<file path="src/rtl/seg_scan_ctrl_if.sv">
// ----------------------------------------------------------------------------
// seg_scan_ctrl_if
// Bundle between the debug-display scanner and its environment.
//   master : drives data_in, freeze, blank_lz, dp_mask; observes outputs
//   slave  : the scanner; drives o_seg, o_sel, shown, frame_pulse
// Signals:
//   data_in     [4*DIGITS] probe word, nibble i shown on digit i
//   freeze                 hold the captured word at frame start
//   blank_lz               blank leading-zero digits
//   dp_mask     [DIGITS]   bit i lights the dp of digit i
//   o_seg       [8]        {dp,g,f,e,d,c,b,a}
//   o_sel       [DIGITS]   one-hot digit enable
//   shown       [4*DIGITS] word currently displayed
//   frame_pulse            one-cycle pulse at each frame start
// ----------------------------------------------------------------------------
interface seg_scan_ctrl_if #(
    parameter int DIGITS = 8
);
    logic [4*DIGITS-1:0] data_in;
    logic                freeze;
    logic                blank_lz;
    logic [DIGITS-1:0]   dp_mask;
    logic [7:0]          o_seg;
    logic [DIGITS-1:0]   o_sel;
    logic [4*DIGITS-1:0] shown;
    logic                frame_pulse;

    modport master (
        output data_in, freeze, blank_lz, dp_mask,
        input  o_seg, o_sel, shown, frame_pulse
    );

    modport slave (
        input  data_in, freeze, blank_lz, dp_mask,
        output o_seg, o_sel, shown, frame_pulse
    );
endinterface

</file>
<file path="src/rtl/seg_scan_ctrl.sv">
// ----------------------------------------------------------------------------
// seg_scan_ctrl
// Multi-digit seven-segment scan controller for the pipeline debug display.
// A prescaler produces one tick per digit slot; on each tick the next digit
// is selected and its segments are registered. The probe word is captured
// into a shadow register at frame start unless frozen.
// Ports:
//   clk  : system clock, rising edge
//   rst  : asynchronous active-low reset
//   bus  : seg_scan_ctrl_if.slave (data_in, freeze, blank_lz, dp_mask in;
//          o_seg, o_sel, shown, frame_pulse out)
// ----------------------------------------------------------------------------
module seg_scan_ctrl #(
    parameter int DIGITS      = 8,
    parameter int REFRESH_DIV = 100000,
    parameter bit SEG_ACT_LOW = 1'b1,
    parameter bit SEL_ACT_LOW = 1'b1
) (
    input  logic             clk,
    input  logic             rst,
    seg_scan_ctrl_if.slave   bus
);
    localparam int W  = 4 * DIGITS;
    localparam int PW = (REFRESH_DIV > 1) ? $clog2(REFRESH_DIV) : 1;
    localparam int IW = (DIGITS > 1) ? $clog2(DIGITS) : 1;

    localparam logic [7:0]        SEG_OFF = SEG_ACT_LOW ? 8'hFF : 8'h00;
    localparam logic [DIGITS-1:0] SEL_OFF = SEL_ACT_LOW ? '1 : '0;

    function automatic logic [6:0] f_hex7(input logic [3:0] n);
        case (n)
            4'h0: f_hex7 = 7'h3F;
            4'h1: f_hex7 = 7'h06;
            4'h2: f_hex7 = 7'h5B;
            4'h3: f_hex7 = 7'h4F;
            4'h4: f_hex7 = 7'h66;
            4'h5: f_hex7 = 7'h6D;
            4'h6: f_hex7 = 7'h7D;
            4'h7: f_hex7 = 7'h07;
            4'h8: f_hex7 = 7'h7F;
            4'h9: f_hex7 = 7'h6F;
            4'hA: f_hex7 = 7'h77;
            4'hB: f_hex7 = 7'h7C;
            4'hC: f_hex7 = 7'h39;
            4'hD: f_hex7 = 7'h5E;
            4'hE: f_hex7 = 7'h79;
            default: f_hex7 = 7'h71;
        endcase
    endfunction

    logic [PW-1:0]     r_presc;
    logic [IW-1:0]     r_idx;
    logic [W-1:0]      r_shadow;
    logic              r_frame;
    logic [7:0]        r_seg;
    logic [DIGITS-1:0] r_sel;

    logic              w_tick;
    logic [IW-1:0]     w_nxt;
    logic              w_frame;
    logic              w_capture;
    logic [W-1:0]      w_word;
    logic [W-1:0]      w_upper;
    logic              w_blank;
    logic [7:0]        w_seg_ah;
    logic [DIGITS-1:0] w_sel_ah;

    always_comb begin
        w_tick    = (r_presc == PW'(REFRESH_DIV - 1));
        w_nxt     = (r_idx == IW'(DIGITS - 1)) ? '0 : r_idx + 1'b1;
        w_frame   = w_tick && (w_nxt == '0);
        w_capture = w_frame && !bus.freeze;
        // Decode from the word that will be in the shadow after this edge,
        // so digit 0 of a fresh frame shows the newly captured nibble.
        w_word    = w_capture ? bus.data_in : r_shadow;
        // Nibbles nxt..DIGITS-1 all zero <=> the word shifted down is zero.
        w_upper   = w_word >> {w_nxt, 2'b00};
        w_blank   = bus.blank_lz && (w_nxt != '0) && (w_upper == '0);
        w_seg_ah  = w_blank ? 8'h00 : {bus.dp_mask[w_nxt], f_hex7(w_upper[3:0])};
        w_sel_ah  = DIGITS'(1) << w_nxt;
    end

    always_ff @(posedge clk or negedge rst) begin
        if (!rst) begin
            r_presc  <= '0;
            r_idx    <= IW'(DIGITS - 1);
            r_shadow <= '0;
            r_frame  <= 1'b0;
            r_seg    <= SEG_OFF;
            r_sel    <= SEL_OFF;
        end else begin
            r_frame <= w_frame;
            if (w_tick) begin
                r_presc <= '0;
                r_idx   <= w_nxt;
                r_seg   <= w_seg_ah ^ {8{SEG_ACT_LOW}};
                r_sel   <= w_sel_ah ^ {DIGITS{SEL_ACT_LOW}};
                if (w_capture) begin
                    r_shadow <= bus.data_in;
                end
            end else begin
                r_presc <= r_presc + 1'b1;
            end
        end
    end

    assign bus.o_seg       = r_seg;
    assign bus.o_sel       = r_sel;
    assign bus.shown       = r_shadow;
    assign bus.frame_pulse = r_frame;
endmodule

</file>
<file path="src/flat_wrapper.sv">
// flat-port wrapper written by rule: the top's interface ports become plain ports
module seg_scan_ctrl_flat 
#(
    parameter int DIGITS      = 8,
    parameter int REFRESH_DIV = 100000,
    parameter bit SEG_ACT_LOW = 1'b1,
    parameter bit SEL_ACT_LOW = 1'b1
)
  (clk, rst, bus_data_in, bus_freeze, bus_blank_lz, bus_dp_mask, bus_o_seg, bus_o_sel, bus_shown, bus_frame_pulse);
  seg_scan_ctrl_if #(.DIGITS(DIGITS)) bus_i ();
  input  logic clk;
  input  logic rst;
  input wire logic [$bits(bus_i.data_in)-1:0] bus_data_in;
  input wire logic [$bits(bus_i.freeze)-1:0] bus_freeze;
  input wire logic [$bits(bus_i.blank_lz)-1:0] bus_blank_lz;
  input wire logic [$bits(bus_i.dp_mask)-1:0] bus_dp_mask;
  output wire logic [$bits(bus_i.o_seg)-1:0] bus_o_seg;
  output wire logic [$bits(bus_i.o_sel)-1:0] bus_o_sel;
  output wire logic [$bits(bus_i.shown)-1:0] bus_shown;
  output wire logic [$bits(bus_i.frame_pulse)-1:0] bus_frame_pulse;
  assign bus_i.data_in = bus_data_in;
  assign bus_i.freeze = bus_freeze;
  assign bus_i.blank_lz = bus_blank_lz;
  assign bus_i.dp_mask = bus_dp_mask;
  assign bus_o_seg = bus_i.o_seg;
  assign bus_o_sel = bus_i.o_sel;
  assign bus_shown = bus_i.shown;
  assign bus_frame_pulse = bus_i.frame_pulse;
  seg_scan_ctrl #(.DIGITS(DIGITS), .REFRESH_DIV(REFRESH_DIV), .SEG_ACT_LOW(SEG_ACT_LOW), .SEL_ACT_LOW(SEL_ACT_LOW)) u_core (.clk(clk), .rst(rst), .bus(bus_i));
endmodule
</file>
<file path="config.mk">
export PLATFORM = sky130hd
export DESIGN_NAME = seg_scan_ctrl_flat
export DESIGN_NICKNAME = d
export VERILOG_FILES = /design/src/rtl/seg_scan_ctrl_if.sv /design/src/rtl/seg_scan_ctrl.sv /design/src/flat_wrapper.sv
export SDC_FILE = /design/constraint.sdc
export NUM_CORES = 1
export LEC_CHECK = 0
export ABC_AREA = 1
export ABC_CLOCK_PERIOD_IN_PS = 6100
export CAP_MARGIN = 20
export CORE_UTILIZATION = 56
export CTS_CLUSTER_SIZE = 14
export DETAILED_ROUTE_END_ITERATION = 12
export PLACE_DENSITY = 0.86
export SYNTH_ARGS = -nofsm -noshare
export SYNTH_HDL_FRONTEND = slang
export SYNTH_SLANG_ARGS = --single-unit
export TNS_END_PERCENT = 5
</file>
<file path="constraint.sdc">
create_clock -name clk -period 6.1 [get_ports clk]
set_input_delay 1.22 -clock clk [delete_from_list [all_inputs] [get_ports clk]]
set_output_delay 1.22 -clock clk [all_outputs]
set_load 0.02 [all_outputs]
</file>
== After elaboration in Yosys (flattened, before gate mapping) ==
Memory sizes are Yosys's and may differ from the RTL's.
Cells that the tools add are included.
Storage, ports and cells
  flip-flop bits (word level): 69
  memory bits (read-only): 112
  input port bits: 44
  output and inout bits: 49
  memories: 1
Cells by class
  add/subtract/negate cells: 2
  magnitude comparators: 1
  equality and inequality tests: 2
  shifts and indexed selects: 2
  mux-type cells: 6
  bitwise operators: 2
  reduce and logical (&&, ||, !) cells: 8
Memories
  (name not given): words 16, width 7, read ports 1, clocked after Yosys merged registers in 0, wr ports 0, line seg_scan_ctrl.sv:31  | case (n)
Operator list (number)
  32-bit logical NOT: 1
  32-bit two-way mux: 1
  32-bit by 5-bit right shift with 32-bit output: 1
  17-bit by 1-bit adder with 17-bit output, second input constant: 1
  17-bit equality test, second input constant: 1
  17-bit two-way mux: 1
  8-bit inverter: 2
  8-bit two-way mux: 1
  1-bit by 3-bit left shift with 8-bit output, first input constant: 1
  1-bit logical AND: 4
  3-bit by 4-bit < comparator with 1-bit output, second input constant: 1
  3-bit by 1-bit adder with 3-bit output, second input constant: 1
  1-bit binary-select mux with 3-bit select: 1
  3-bit equality test, second input constant: 1
  3-bit logical NOT: 1
  3-bit two-way mux: 1
  3-bit nonzero test: 1
  1-bit logical NOT: 1
  1-bit two-way mux: 1

== Longest topological paths before layout ==
  depth after elaboration: 11
  gate-level depth with buffers: 26
  gate-level depth less buffers: 25

== Worst setup path after synthesis ==
Ideal clock, no wire load.
  path type: input-to-reg
  start point: input bus_freeze
  end point: register u_core.r_seg[6] (netlist: u_core.bus.o_seg[6])
  library setup time: 68 ps
  data arrival time: 3280 ps
  setup slack: 2752 ps
  cell stages on the path: 20
  buffers on the path: 2
  path through: inv_1 > buf_2 > clkbuf_1 > nand4_1 > nand2_1 > nand2_1 > nand3_1 > nand3_1 > nand2_1 > ha_1 > nand2_1 > nor2_1 > nand2_1 > nor2_1 > nand2_1 > nor2_1 > nand2_1 > inv_2 > nand2_4 > a21oi_2
On the way
  longest elaborated chain between the ends: 8
Ends and longest elaborated chain
  start, declared: line flat_wrapper.sv:14  | input wire logic [$bits(bus_i.freeze)-1:0] bus_freeze;
  1-bit logical NOT *: line seg_scan_ctrl.sv:72  | w_capture = w_frame && !bus.freeze;
  1-bit logical AND *: line seg_scan_ctrl.sv:72
  32-bit two-way mux *: line seg_scan_ctrl.sv:75  | w_word = w_capture ? bus.data_in : r_shadow;
  32-bit by 5-bit right shift with 32-bit output *: line seg_scan_ctrl.sv:77  | w_upper = w_word >> {w_nxt, 2'b00};
  parallel branches: the longest is 2 deep, another holds memory read 16 x 7 bit
  8-bit two-way mux *: line seg_scan_ctrl.sv:79  | w_seg_ah = w_blank ? 8'h00 : {bus.dp_mask[w_nxt], f_hex7(w_upper[3:0])};
  8-bit inverter (no source line) *
  end signal, assigned: line seg_scan_ctrl.sv:96  | r_seg <= w_seg_ah ^ {8{SEG_ACT_LOW}};
  end, declared: line seg_scan_ctrl.sv:55  | logic [7:0] r_seg;
Every way passes the cells marked *.
A chain may end at the register's enable or synchronous reset.

== Final worst setup path ==
  start point: register u_core.r_idx[0]
  end point: register u_core.r_seg[7] (netlist: u_core.bus.o_seg[7])
On the way
  longest elaborated chain between the ends: 11
Ends and longest elaborated chain
  start, declared: line seg_scan_ctrl.sv:52  | logic [IW-1:0] r_idx;
  start signal, assigned: line seg_scan_ctrl.sv:86  | r_idx <= IW'(DIGITS - 1);
  start signal, assigned: line seg_scan_ctrl.sv:95  | r_idx <= w_nxt;
  3-bit by 1-bit adder with 3-bit output / 3-bit equality test (equally long branches): line seg_scan_ctrl.sv:70  | w_nxt = (r_idx == IW'(DIGITS - 1)) ? '0 : r_idx + 1'b1;
  3-bit two-way mux *: line seg_scan_ctrl.sv:70
  net u_core.w_nxt[2]: line seg_scan_ctrl.sv:59  | logic [IW-1:0] w_nxt;
  3-bit logical NOT: line seg_scan_ctrl.sv:71  | w_frame = w_tick && (w_nxt == '0);
  1-bit logical AND: line seg_scan_ctrl.sv:71
  1-bit logical AND: line seg_scan_ctrl.sv:72
  32-bit two-way mux: line seg_scan_ctrl.sv:75
  32-bit by 5-bit right shift with 32-bit output: line seg_scan_ctrl.sv:77
  32-bit logical NOT: line seg_scan_ctrl.sv:78  | w_blank = bus.blank_lz && (w_nxt != '0) && (w_upper == '0);
  1-bit logical AND: line seg_scan_ctrl.sv:78
  8-bit two-way mux *: line seg_scan_ctrl.sv:79
  8-bit inverter (no source line) *
The timed path passes the listed nets; every way through them passes the cells marked *. The select of a mux whose other input is x is not followed.

==> results.yml <==
status:
  status: "finished, final reports clean"
placement:
  port-buffer-count: 92
  placed_cell_area_sq_um: 5510
  place.detailed.hpwl_um: 8900
  gp_congestion: 0.862
  pre_cts_ws_ns: 1.49
grt:
  grt_overflow_total: 0
  grt_max_degree: 70
  grt_use_total_pct: 31.7
  grt_pass1_wl_um: 21300
  grt_pass1_vias: 4615
  antenna_found_initial: 0
synth:
  yosys_most_used_dff: "dfrtp_1"
  synth_area_sq_um: 4580
  synth_enable_flop_cells: 0
  synth-xor-area-share_pct: 0.382
  synth_area_leaders: "dfrtp_1, nand2_1, dfstp_2"
  synth-compound-area-share_pct: 7.23
  ys.warnings.count: 0
  synth_top_area_share_pct: 27.3
  synth-async-reset-ratio_pct: 100
  syn-num-nets: 704
  syn_inst: 647
  synth_common_cells: "nand2_1, inv_1, nand3_1"
  muxShareOfSynthArea_pct: 0.737
  avgSynthCellArea_sq_um: 7.09
  synth_cell_types: 39
  synth_top_family_by_area: "simple AND/OR/NAND/NOR gates"
  yosysMostFrequentCell: "nand2_1"
  ys_ff_latch: 69
  ys_seq_area_share_pct: 38.2
  synth_fa_ha_area_share_pct: 3.55
  synth-simple-area-share_pct: 37.8
  synth_area_leader_cell: "dfrtp_1"
sta:
  period_needed_ns: 4.70
  finalHoldViolations: 0
  fmax_mhz: 213
  clock_skew_ns: 0.0151
  final-max-slew-violation-count: 0
  setup_viol: 0
  setup-tns-final_ns: 0
  worstMarginPinSlew_ns: 0.991
  whs_ns: 0.473
  rsz0062_at_grt: "false"
  slew_headroom_pct: 33.5
  post-route-period-util_pct: 77.1
  worst_slack_ns: 1.40
critical_path:
  r2r_setup_slack_ns: 1.40
  path_cells: "ha_1, ha_1, inv_2, nand2_1, inv_2, nand4_2, o21ai_1, nand2_1, nand3_1, nand3_1, nand2_1, ha_1, nand2_1, nor2_1, nand2_1, nor2_1, nand2_1, nor2_1, nand2_1, inv_2, nand2_4, a21oi_2"
  slowest_delay_ns: 0.66
  rr_worst_depth: 22
  arrival_ns: 5.00
  critPathSlowestCell: "nand4_2"
  crit_family: "simple AND/OR/NAND/NOR gates"
  required_ns: 6.39
  cp.buffers_inverters: 3
  crit_type: "register to register"
  cp_max_fo: 30
  r2r_end: "u_core.bus.o_seg[7]"
  reg2reg_from: "u_core.r_idx[0]"
  cp_common_cell: "nand2_1"
  crit_path_end_kind: "register"
  crit_path_start_kind: "register"
floorplanning:
  dieWidth_um: 92.5
  dieArea_sq_um: 8550
  io_pins: 93
  row_count: 32
  core_area_sq_um: 7810
  initial_utilization_pct: 58.7
  die_height_um: 92.5
finish:
  nets: 785
  final_util_pct: 73.3
  post-route-cell-area_sq_um: 5720
  insertedDiodeCount: 0
  drive_gt1_share_pct: 12.3
  area_growth_syn_to_layout_pct: 24.8
clock_network:
  clk_pin_slew_ns: 0.08
  cts_tree: "yes"
  insertion_delay_ns: 0.36
  cts_buffers: 9
  cts_setup_buffers: 0
  cts.sinks: 69
  cts.path.max_buffers: 2
  hold_buffers: 0
  cts_htree_levels: 3
  ctsResizeCount: 0
  root_buffer: "clkbuf_8"
drt:
  dr.pass1.iters: 5
  vias: 4629
  antenna_left: 0
  routed_wl_um: 12600
  drc_errors: 0
  vias_per_cell: 5.54
  drtIter0Drc: 320
  avgRoutedWirePerCell_um: 15.1
pwr:
  power.leakage_uw: 0.00288
  irDropWorstVdd_uv: 125
  p_per_area_nw_per_um2: 161
min_path:
  whs_path_depth: 2
  hold_class: "register to register"
  min-delay-start: "u_core.bus.o_sel[0]"
  min_to: "u_core.bus.o_sel[0]"
run:
  cap_violations: 0
==> through the flow <==
| stage | std cells | power, uW |
|---|---|---|
| 2_1_floorplan | 647 | 472 |
| 3_3_place_gp | 819 | 511 |
| 3_5_place_dp | 819 | 512 |
| 4_1_cts | 835 | 922 |
| 5_1_grt | 835 | 947 |
| 6_report | 835 | 919 |
==> layout make-up <==
cell class | count | area, sq um
well taps | 102 | 128
flip-flops and latches | 69 | 1750
inverters | 110 | 413
clock inverters | 7 | 90.1
multi-input cells | 443 | 2280
clock buffers | 9 | 124
repair buffers | 95 | 938
fillers | 635 | 2080
==> cell families after synthesis <==
logic type,Yosys count
AND/OR/NAND/NOR,374
buffers and inverters,135
flip-flops,69
AO/OA/AOI/OAI,51
adder cells (fa/ha/maj),13
multiplexers,3
XOR/XNOR,2
==> power breakdown <==
| part | switching (uW) | internal (uW) |
|---|---|---|
| combinational | 19.2 | 25.8 |
| clock | 188 | 228 |
| sequential | 0 | 458 |
| total | 207 | 712 |
==> state kept, by name, indices dropped and copies added, names as in the netlist <==
register	count
u_core.bus.shown	32
u_core.bus.o_seg	8
u_core.r_presc	17
u_core.bus.o_sel	8
u_core.bus.frame_pulse	1
u_core.r_idx	3
==> worst max-delay path by stage <==
stage / from / endpoint / slack (ns) / cells past startpoint
floorplan: bus_freeze / u_core.bus.o_seg[6] / 2.75 / 20
global placement: bus_freeze / u_core.bus.o_seg[3] / 1.70 / 20
detailed placement: u_core.r_idx[0] / u_core.bus.o_seg[0] / 1.49 / 22
CTS: u_core.r_idx[1] / u_core.bus.o_seg[7] / 1.46 / 22
global route: u_core.r_idx[0] / u_core.bus.o_seg[3] / 0.80 / 24
finish: u_core.r_idx[0] / u_core.bus.o_seg[7] / 1.40 / 22
==> routing by layer <==
layer | up-vias | track usage, % | share of wire [%]
met5 | - | 0 | 0
met4 | 0 | 10.0 | 1.6
met3 | 27 | 6.81 | 7.2
met2 | 199 | 55.1 | 49
met1 | 2190 | 39.3 | 42
li1 | 2213 | - | -
==> placed cells by master (no fill, tap or decap), drive strengths merged <==
cell type and n:
o31ai 1, a2bb2oi 4, clkdlybuf4s50 91, o221ai 2, ha 13, nand2 189, o21ai 26, or2 9
nor3 5, nand3 89, inv 108, mux2 3, nand4 30, a21oi 17, clkbuf 9, buf 4
dfrtp 50, clkinv 6, bufinv 2, and2 1, clkinvlp 1, nor2 51, a211oi 1, xor2 2
dfstp 19
==> worst min-delay path, stage by stage, from the launching register on <==
cell and delay, ns:
dfstp_2 0.37, inv_1 0.05, a21oi_1 0.06
(Power assumes the default switching activity.)
